File: src/rtl/uart_bus_master_pkg.sv
// rtl/uart_bus_master_pkg.sv - shared command/response bytes and FSM encoding for uart_bus_master
package uart_bus_master_pkg;

    localparam logic [7:0] CMD_WRITE = 8'h57;
    localparam logic [7:0] CMD_READ  = 8'h52;
    localparam logic [7:0] RSP_ACK   = 8'h4B;
    localparam logic [7:0] RSP_ERR   = 8'h3F;

    typedef enum logic [3:0] {
        S_IDLE,
        S_CMD,
        S_ADDR,
        S_WDATA,
        S_BUS_WR,
        S_BUS_RD,
        S_RD_WAIT,
        S_TX_LOAD,
        S_TX_WAIT
    } state_t;

endpackage

File: src/rtl/uart.sv
// rtl/uart.sv - 8N1 UART core with one-byte receive holding register and byte transmitter
module uart #(
    parameter int freq_hz = 50000000,
    parameter int baud    = 115200
) (
    input  logic       clk,
    input  logic       rst,
    input  logic       rx,
    output logic       tx,
    output logic [7:0] rx_data,
    output logic       rx_avail,
    output logic       rx_error,
    input  logic       rx_ack,
    input  logic [7:0] tx_data,
    input  logic       tx_wr,
    output logic       tx_busy
);
    localparam int          CPB    = freq_hz / baud;
    localparam logic [15:0] BIT_T  = 16'(CPB - 1);
    localparam logic [15:0] HALF_T = 16'(CPB / 2 - 1);

    logic        r_rx_s1, r_rx_s2, r_rx_prev, r_rx_busy, r_rx_avail, r_rx_err;
    logic [15:0] r_rx_cnt;
    logic [3:0]  r_rx_bit;
    logic [7:0]  r_rx_sh, r_rx_data;

    logic        r_tx_busy;
    logic [15:0] r_tx_cnt;
    logic [3:0]  r_tx_bit;
    logic [9:0]  r_tx_sh;

    // Start is a falling edge, so a low stop bit after a framing error cannot retrigger
    always_ff @(posedge clk) begin
        if (rst) begin
            r_rx_s1    <= 1'b1;
            r_rx_s2    <= 1'b1;
            r_rx_prev  <= 1'b1;
            r_rx_busy  <= 1'b0;
            r_rx_cnt   <= '0;
            r_rx_bit   <= '0;
            r_rx_sh    <= '0;
            r_rx_data  <= '0;
            r_rx_avail <= 1'b0;
            r_rx_err   <= 1'b0;
        end else begin
            r_rx_s1   <= rx;
            r_rx_s2   <= r_rx_s1;
            r_rx_prev <= r_rx_s2;
            if (rx_ack)
                r_rx_avail <= 1'b0;
            if (!r_rx_busy) begin
                if (r_rx_prev && !r_rx_s2) begin
                    r_rx_busy <= 1'b1;
                    r_rx_cnt  <= HALF_T;
                    r_rx_bit  <= '0;
                end
            end else if (r_rx_cnt != 16'd0) begin
                r_rx_cnt <= r_rx_cnt - 16'd1;
            end else begin
                r_rx_cnt <= BIT_T;
                r_rx_bit <= r_rx_bit + 4'd1;
                if (r_rx_bit == 4'd0) begin
                    if (r_rx_s2)
                        r_rx_busy <= 1'b0;
                end else if (r_rx_bit == 4'd9) begin
                    r_rx_data  <= r_rx_sh;
                    r_rx_avail <= 1'b1;
                    r_rx_err   <= !r_rx_s2;
                    r_rx_busy  <= 1'b0;
                end else begin
                    r_rx_sh <= {r_rx_s2, r_rx_sh[7:1]};
                end
            end
        end
    end

    always_ff @(posedge clk) begin
        if (rst) begin
            r_tx_busy <= 1'b0;
            r_tx_cnt  <= '0;
            r_tx_bit  <= '0;
            r_tx_sh   <= '1;
        end else if (!r_tx_busy) begin
            if (tx_wr) begin
                r_tx_sh   <= {1'b1, tx_data, 1'b0};
                r_tx_busy <= 1'b1;
                r_tx_cnt  <= BIT_T;
                r_tx_bit  <= '0;
            end
        end else if (r_tx_cnt != 16'd0) begin
            r_tx_cnt <= r_tx_cnt - 16'd1;
        end else begin
            r_tx_sh  <= {1'b1, r_tx_sh[9:1]};
            r_tx_cnt <= BIT_T;
            r_tx_bit <= r_tx_bit + 4'd1;
            if (r_tx_bit == 4'd9)
                r_tx_busy <= 1'b0;
        end
    end

    assign tx       = r_tx_sh[0];
    assign tx_busy  = r_tx_busy;
    assign rx_data  = r_rx_data;
    assign rx_avail = r_rx_avail;
    assign rx_error = r_rx_err;

endmodule

File: src/rtl/uart_bus_master.sv
// rtl/uart_bus_master.sv - host UART frames to single 32-bit bus reads/writes with byte responses
module uart_bus_master
    import uart_bus_master_pkg::*;
#(
    parameter int clk_freq       = 50000000,
    parameter int baud           = 115200,
    parameter int timeout_cycles = 500000
) (
    input  logic        clk,
    input  logic        rst,
    input  logic        uart_rx,
    output logic        uart_tx,
    output logic [31:0] bus_addr,
    output logic [31:0] bus_wdata,
    output logic        bus_wr,
    output logic        bus_rd,
    input  logic [31:0] bus_rdata,
    input  logic        bus_busy,
    output logic        active
);
    localparam int TW = $clog2(timeout_cycles + 1);

    logic [7:0]  w_rx_data, w_tx_data;
    logic        w_rx_avail, w_rx_error, w_rx_ack, w_tx_wr, w_tx_busy, w_tmo_hit;
    state_t      r_state, w_next;
    logic [1:0]  r_cnt;
    logic        r_is_wr, r_bus_wr, r_bus_rd;
    logic [7:0]  r_cmd;
    logic [31:0] r_bus_addr, r_bus_wdata, r_tx_buf;
    logic [2:0]  r_tx_left;
    logic [TW-1:0] r_tmo;

    uart #(.freq_hz(clk_freq), .baud(baud)) u_uart (
        .clk      (clk),
        .rst      (rst),
        .rx       (uart_rx),
        .tx       (uart_tx),
        .rx_data  (w_rx_data),
        .rx_avail (w_rx_avail),
        .rx_error (w_rx_error),
        .rx_ack   (w_rx_ack),
        .tx_data  (w_tx_data),
        .tx_wr    (w_tx_wr),
        .tx_busy  (w_tx_busy)
    );

    assign w_tmo_hit = (r_tmo == TW'(timeout_cycles));

    always_ff @(posedge clk) begin
        if (rst) r_state <= S_IDLE;
        else     r_state <= w_next;
    end

    always_comb begin
        w_next    = r_state;
        w_rx_ack  = 1'b0;
        w_tx_wr   = 1'b0;
        w_tx_data = r_tx_buf[7:0];
        case (r_state)
            S_IDLE: if (w_rx_avail) begin
                w_rx_ack = 1'b1;
                if (!w_rx_error) w_next = S_CMD;
            end
            S_CMD: w_next = (r_cmd == CMD_WRITE || r_cmd == CMD_READ) ? S_ADDR : S_TX_LOAD;
            S_ADDR: if (w_rx_avail) begin
                w_rx_ack = 1'b1;
                if (w_rx_error)          w_next = S_IDLE;
                else if (r_cnt == 2'd3)  w_next = r_is_wr ? S_WDATA : S_BUS_RD;
            end else if (w_tmo_hit) begin
                w_next = S_IDLE;
            end
            S_WDATA: if (w_rx_avail) begin
                w_rx_ack = 1'b1;
                if (w_rx_error)          w_next = S_IDLE;
                else if (r_cnt == 2'd3)  w_next = S_BUS_WR;
            end else if (w_tmo_hit) begin
                w_next = S_IDLE;
            end
            S_BUS_WR:  w_next = S_TX_LOAD;
            S_BUS_RD:  w_next = S_RD_WAIT;
            S_RD_WAIT: if (!bus_busy) w_next = S_TX_LOAD;
            S_TX_LOAD: if (!w_tx_busy) begin
                w_tx_wr = 1'b1;
                w_next  = S_TX_WAIT;
            end
            // One cycle here keeps tx_busy unsampled until two cycles after tx_wr
            S_TX_WAIT: w_next = (r_tx_left == 3'd0) ? S_IDLE : S_TX_LOAD;
            default:   w_next = S_IDLE;
        endcase
    end

    always_ff @(posedge clk) begin
        if (rst) begin
            r_cnt       <= '0;
            r_is_wr     <= 1'b0;
            r_cmd       <= '0;
            r_bus_addr  <= '0;
            r_bus_wdata <= '0;
            r_bus_wr    <= 1'b0;
            r_bus_rd    <= 1'b0;
            r_tx_buf    <= '0;
            r_tx_left   <= '0;
            r_tmo       <= '0;
        end else begin
            r_bus_wr <= (w_next == S_BUS_WR);
            r_bus_rd <= (w_next == S_BUS_RD);
            if ((r_state == S_ADDR || r_state == S_WDATA) && !w_rx_ack)
                r_tmo <= w_tmo_hit ? r_tmo : r_tmo + 1'b1;
            else
                r_tmo <= '0;
            case (r_state)
                S_IDLE: if (w_rx_ack) r_cmd <= w_rx_data;
                S_CMD: begin
                    r_cnt     <= '0;
                    r_is_wr   <= (r_cmd == CMD_WRITE);
                    r_tx_buf  <= {24'h0, RSP_ERR};
                    r_tx_left <= 3'd1;
                end
                S_ADDR: if (w_rx_ack && !w_rx_error) begin
                    r_bus_addr[{r_cnt, 3'b000} +: 8] <= w_rx_data;
                    r_cnt <= r_cnt + 2'd1;
                end
                S_WDATA: if (w_rx_ack && !w_rx_error) begin
                    r_bus_wdata[{r_cnt, 3'b000} +: 8] <= w_rx_data;
                    r_cnt <= r_cnt + 2'd1;
                end
                S_BUS_WR: begin
                    r_tx_buf  <= {24'h0, RSP_ACK};
                    r_tx_left <= 3'd1;
                end
                S_RD_WAIT: if (!bus_busy) begin
                    r_tx_buf  <= bus_rdata;
                    r_tx_left <= 3'd4;
                end
                S_TX_LOAD: if (w_tx_wr) begin
                    r_tx_buf  <= r_tx_buf >> 8;
                    r_tx_left <= r_tx_left - 3'd1;
                end
                default: ;
            endcase
        end
    end

    assign bus_addr  = r_bus_addr;
    assign bus_wdata = r_bus_wdata;
    assign bus_wr    = r_bus_wr;
    assign bus_rd    = r_bus_rd;
    assign active    = (r_state != S_IDLE);

endmodule

File: config.mk
export PLATFORM = sky130hd
export DESIGN_NAME = uart_bus_master
export DESIGN_NICKNAME = d
export VERILOG_FILES = /design/src/rtl/uart_bus_master_pkg.sv /design/src/rtl/uart.sv /design/src/rtl/uart_bus_master.sv
export SDC_FILE = /design/constraint.sdc
export NUM_CORES = 1
export LEC_CHECK = 0
export CORE_UTILIZATION = 55
export DETAILED_ROUTE_END_ITERATION = 12
export PLACE_DENSITY = 0.77
export REMOVE_ABC_BUFFERS = 1
export SYNTH_ARGS = -nofsm -noshare
export SYNTH_HDL_FRONTEND = slang
export SYNTH_SLANG_ARGS = --single-unit
export TNS_END_PERCENT = 10
File: constraint.sdc
create_clock -name clk -period 2.5 [get_ports clk]
set_input_delay 0.5 -clock clk [delete_from_list [all_inputs] [get_ports clk]]
set_output_delay 0.5 -clock clk [all_outputs]
set_load 0.005 [all_outputs]
==> impl_results.md <==
* FF-to-FF setup slack at 140 ps
* Max_slew headroom at 0.4517
* Max stage delay on crit path at 580 ps
* Fin Setup TNS at 0 ps
* Hold Path Sink: u_uart.r_rx_cnt[1]
* ANT nets after route at 0
* CTS root buf: clkbuf_16
* Fin cells at 1403
* Fmax achieved at around 420 MHz
* Worst hold slack at about 370 ps
* Critical Path Sink Type: output pin
* Post-synth top area cell: dfxtp_1
* Sequential element share of the synthesized area at 0.4283
* Worst Path Arrival at roughly 1900 ps
* Tcrit/Tclk final at 0.9534
* GRT Overall Usage at 0.2514
* Req. time, crit path at ~2000 ps
* Total congestion overflow at 0
* WL/cell at about 16 um
* Library cells used by synthesis at 74
* IO Count at 104
* CP delay by family, top: flip-flops
* Setup Buffers After CTS at 0
* Lkg Pwr at 4.912 nW
* Prevailing post-synth register cell: dfxtp_1
* H-tree Lvls at 1
* Worst Path Buf+Inv at 1
* Clock Skews at 19.57 ps
* Vias in the first global route at roughly 7700
* Final slew viol count at 0
* CTS tree: done
* IO Port Bufs at 103
* Design Area, Final at 11860 um2
* Fillers at 1331
* DIE HEIGHT at 134.6 um
* Most instantiated cells after synthesis: dfxtp_1 (207), nor2_1 (110), mux2i_1 (104)
* Synth top area share at 0.4283
* Area Growth Syn to Fin at 22.63%
* Final hold vios at 0
* Initial Util at 0.5613
* Status: complete, no violations
* Synth top area cells: dfxtp_1 (43%), mux2i_1 (11%), nor2_1 (4.3%)
* Vias/cell at roughly 5.8
* Die Span X at 134.6 um
* Asr flop ratio synth at 0
* CTS clk-pin slew, worst paths at 60 ps
* RSZ-0062 raised after global routing: false
* Synth Instances at 1064
* Syn_area_per_cell at 9.092 um2
* Vias at about 8100
* CP Max Fanout at 12
* Initial drt markers at between 400 and 500
* Count leader, synth: dfxtp_1
* Number of max-cap violations at 0
* Pwr dens at 772.1 nW/um2
* Hold Path Cell Cnt at 2
* CP max stage cell: dfxtp_1
* Critical-path cell list: nor2_1 -> nand2_1 -> clkdlybuf4s50_1
* Core area at 17240 um2
* # hold bufs at CTS at 0
* FF-to-FF Start: u_uart.r_tx_cnt[0]
* Reg-to-Reg End: u_uart.r_tx_bit[3]
* Tot Pwr at 9.160 mW
* Final WS setup at 116.6 ps
* CP startpoint kind: flop
* Nets at around 1200
* Worst slew pin tran at 820.6 ps
* Final setup fails at 0
* Placed Area at 11000 um2
* Die area at 18120 um2
* Share of cells above drive strength 1 at 0.1095
* ANT cells at 0
* Detailed-route wire length at between 20 and 25 mm
* Core Util, Final at 0.6883
* Inst Count DP at between 1000 and 1500
* Setup WS pre-CTS at 174.9 ps
* Post-synth EDFFs at 0
* Detailed Place HPWL at 15.20 mm
* Post-synthesis cell area at between 9000 and 10000 um2
* Clk_lat worst skew at 520 ps
* Max Root-Sink Buffers at 3
* Syn. warnings at 0
* DRC at 0
* Worst r2r path cells at 6
* Fin crit period at about 2400 ps
* Worst Hold Class: primary input to flop
* Largest net degree at the start of global routing at 54
* Clk sinks at 207
* Initial antenna violation count at 0
* Maximum VDD drop at 0.6223 mV
* Num CTS Buffers at 23
* DR pass1 iterations at 5
* RD Place Congestion at 0.8722
* Crit path kind: flop to output pin
* Hold path start: rst
* First-pass GRT wire length at 37.74 mm
* Row Count at 48
* #FFs+latches synth at around 210
-- power by group --
part           internal [mW]  switching [mW]  total [mW]
clock network           2.37            1.42        3.79
logic                  0.799            1.04        1.84
registers               3.39           0.137        3.53
-- flip-flops by register name, indices dropped and copies added, names as in the netlist, 9 cells and up --
name and flops:
bus_wdata 32, r_tx_buf 32, r_tmo 19, bus_addr 32
u_uart.r_tx_sh 9, u_uart.r_rx_cnt 16, u_uart.r_tx_cnt 16
-- routing by layer --
layer | global-route usage | part of all wire | up-vias
met3 | 0.04017 | 0.040 | 38
met5 | 0 | 0 | -
met1 | 0.3188 | 0.44 | 3919
li1 | - | - | 4049
met4 | 0.06492 | 0.020 | 0
met2 | 0.4427 | 0.50 | 139
-- cell type report --
class / count / area [um2] / share of cell area
inverters: 25 / 93.84 / 0.007910
repair buffers: 141 / 1314 / 0.1107
multi-input cells: 763 / 5162 / 0.4351
flip-flops and latches: 207 / 4146 / 0.3495
clock inverters: 14 / 221.5 / 0.01867
clock buffers: 28 / 644.4 / 0.05431
well taps: 225 / 281.5 / 0.02373
-- cells in the final DEF (no fill, tap or decap), drive strengths merged, types with 7 or more instances in the layout --
cell and instances:
a2111oi 10, or4 14, and2 38, buf 39
inv 26, o21ai 42, a32o 9, dfxtp 207
clkdlybuf4s50 102, nor3 36, a21oi 42, a31oi 14
nand4 20, nor4 13, or3 16, xor2 9
o211ai 7, nor2b 31, nand3 36, mux2i 104
nor2 110, mux2 22, ha 18, and3 9
nand2b 11, clkbuf 28, nor3b 8, nand2 49
-- how the worst max path moves through the flow --
| stage | startpoint | end | slack [ps] | cells past startpoint |
|---|---|---|---|---|
| floorplan | r_state[0] | r_tx_buf[10] | -550 | 4 |
| global placement | u_uart.r_tx_cnt[0] | u_uart.r_tx_bit[3] | 250 | 6 |
| detailed placement | u_uart.r_tx_cnt[0] | u_uart.r_tx_bit[3] | 170 | 6 |
| CTS | r_state[3] | active | 40 | 3 |
| global route | u_uart.r_tx_cnt[0] | u_uart.r_tx_bit[3] | 40 | 6 |
| finish | r_state[2] | active | 120 | 3 |
-- what timing repair did --
item                       4_1_cts  5_1_grt
setup endpoints to repair        0        1
gates resized for setup          0        1
hold endpoints to repair         0        0
-- cells by family after synthesis --
| kind of cell | after synthesis | synth area share |
|---|---|---|
| fa+ha+maj | 18 | 0.02328 |
| xor+xnor | 14 | 0.01267 |
| compound gates | 174 | 0.1220 |
| simple gates | 431 | 0.2419 |
| flops | 207 | 0.4283 |
| mux | 126 | 0.1332 |
| buf+inv | 94 | 0.03867 |
No activity file was read; power rests on OpenSTA's default activity.
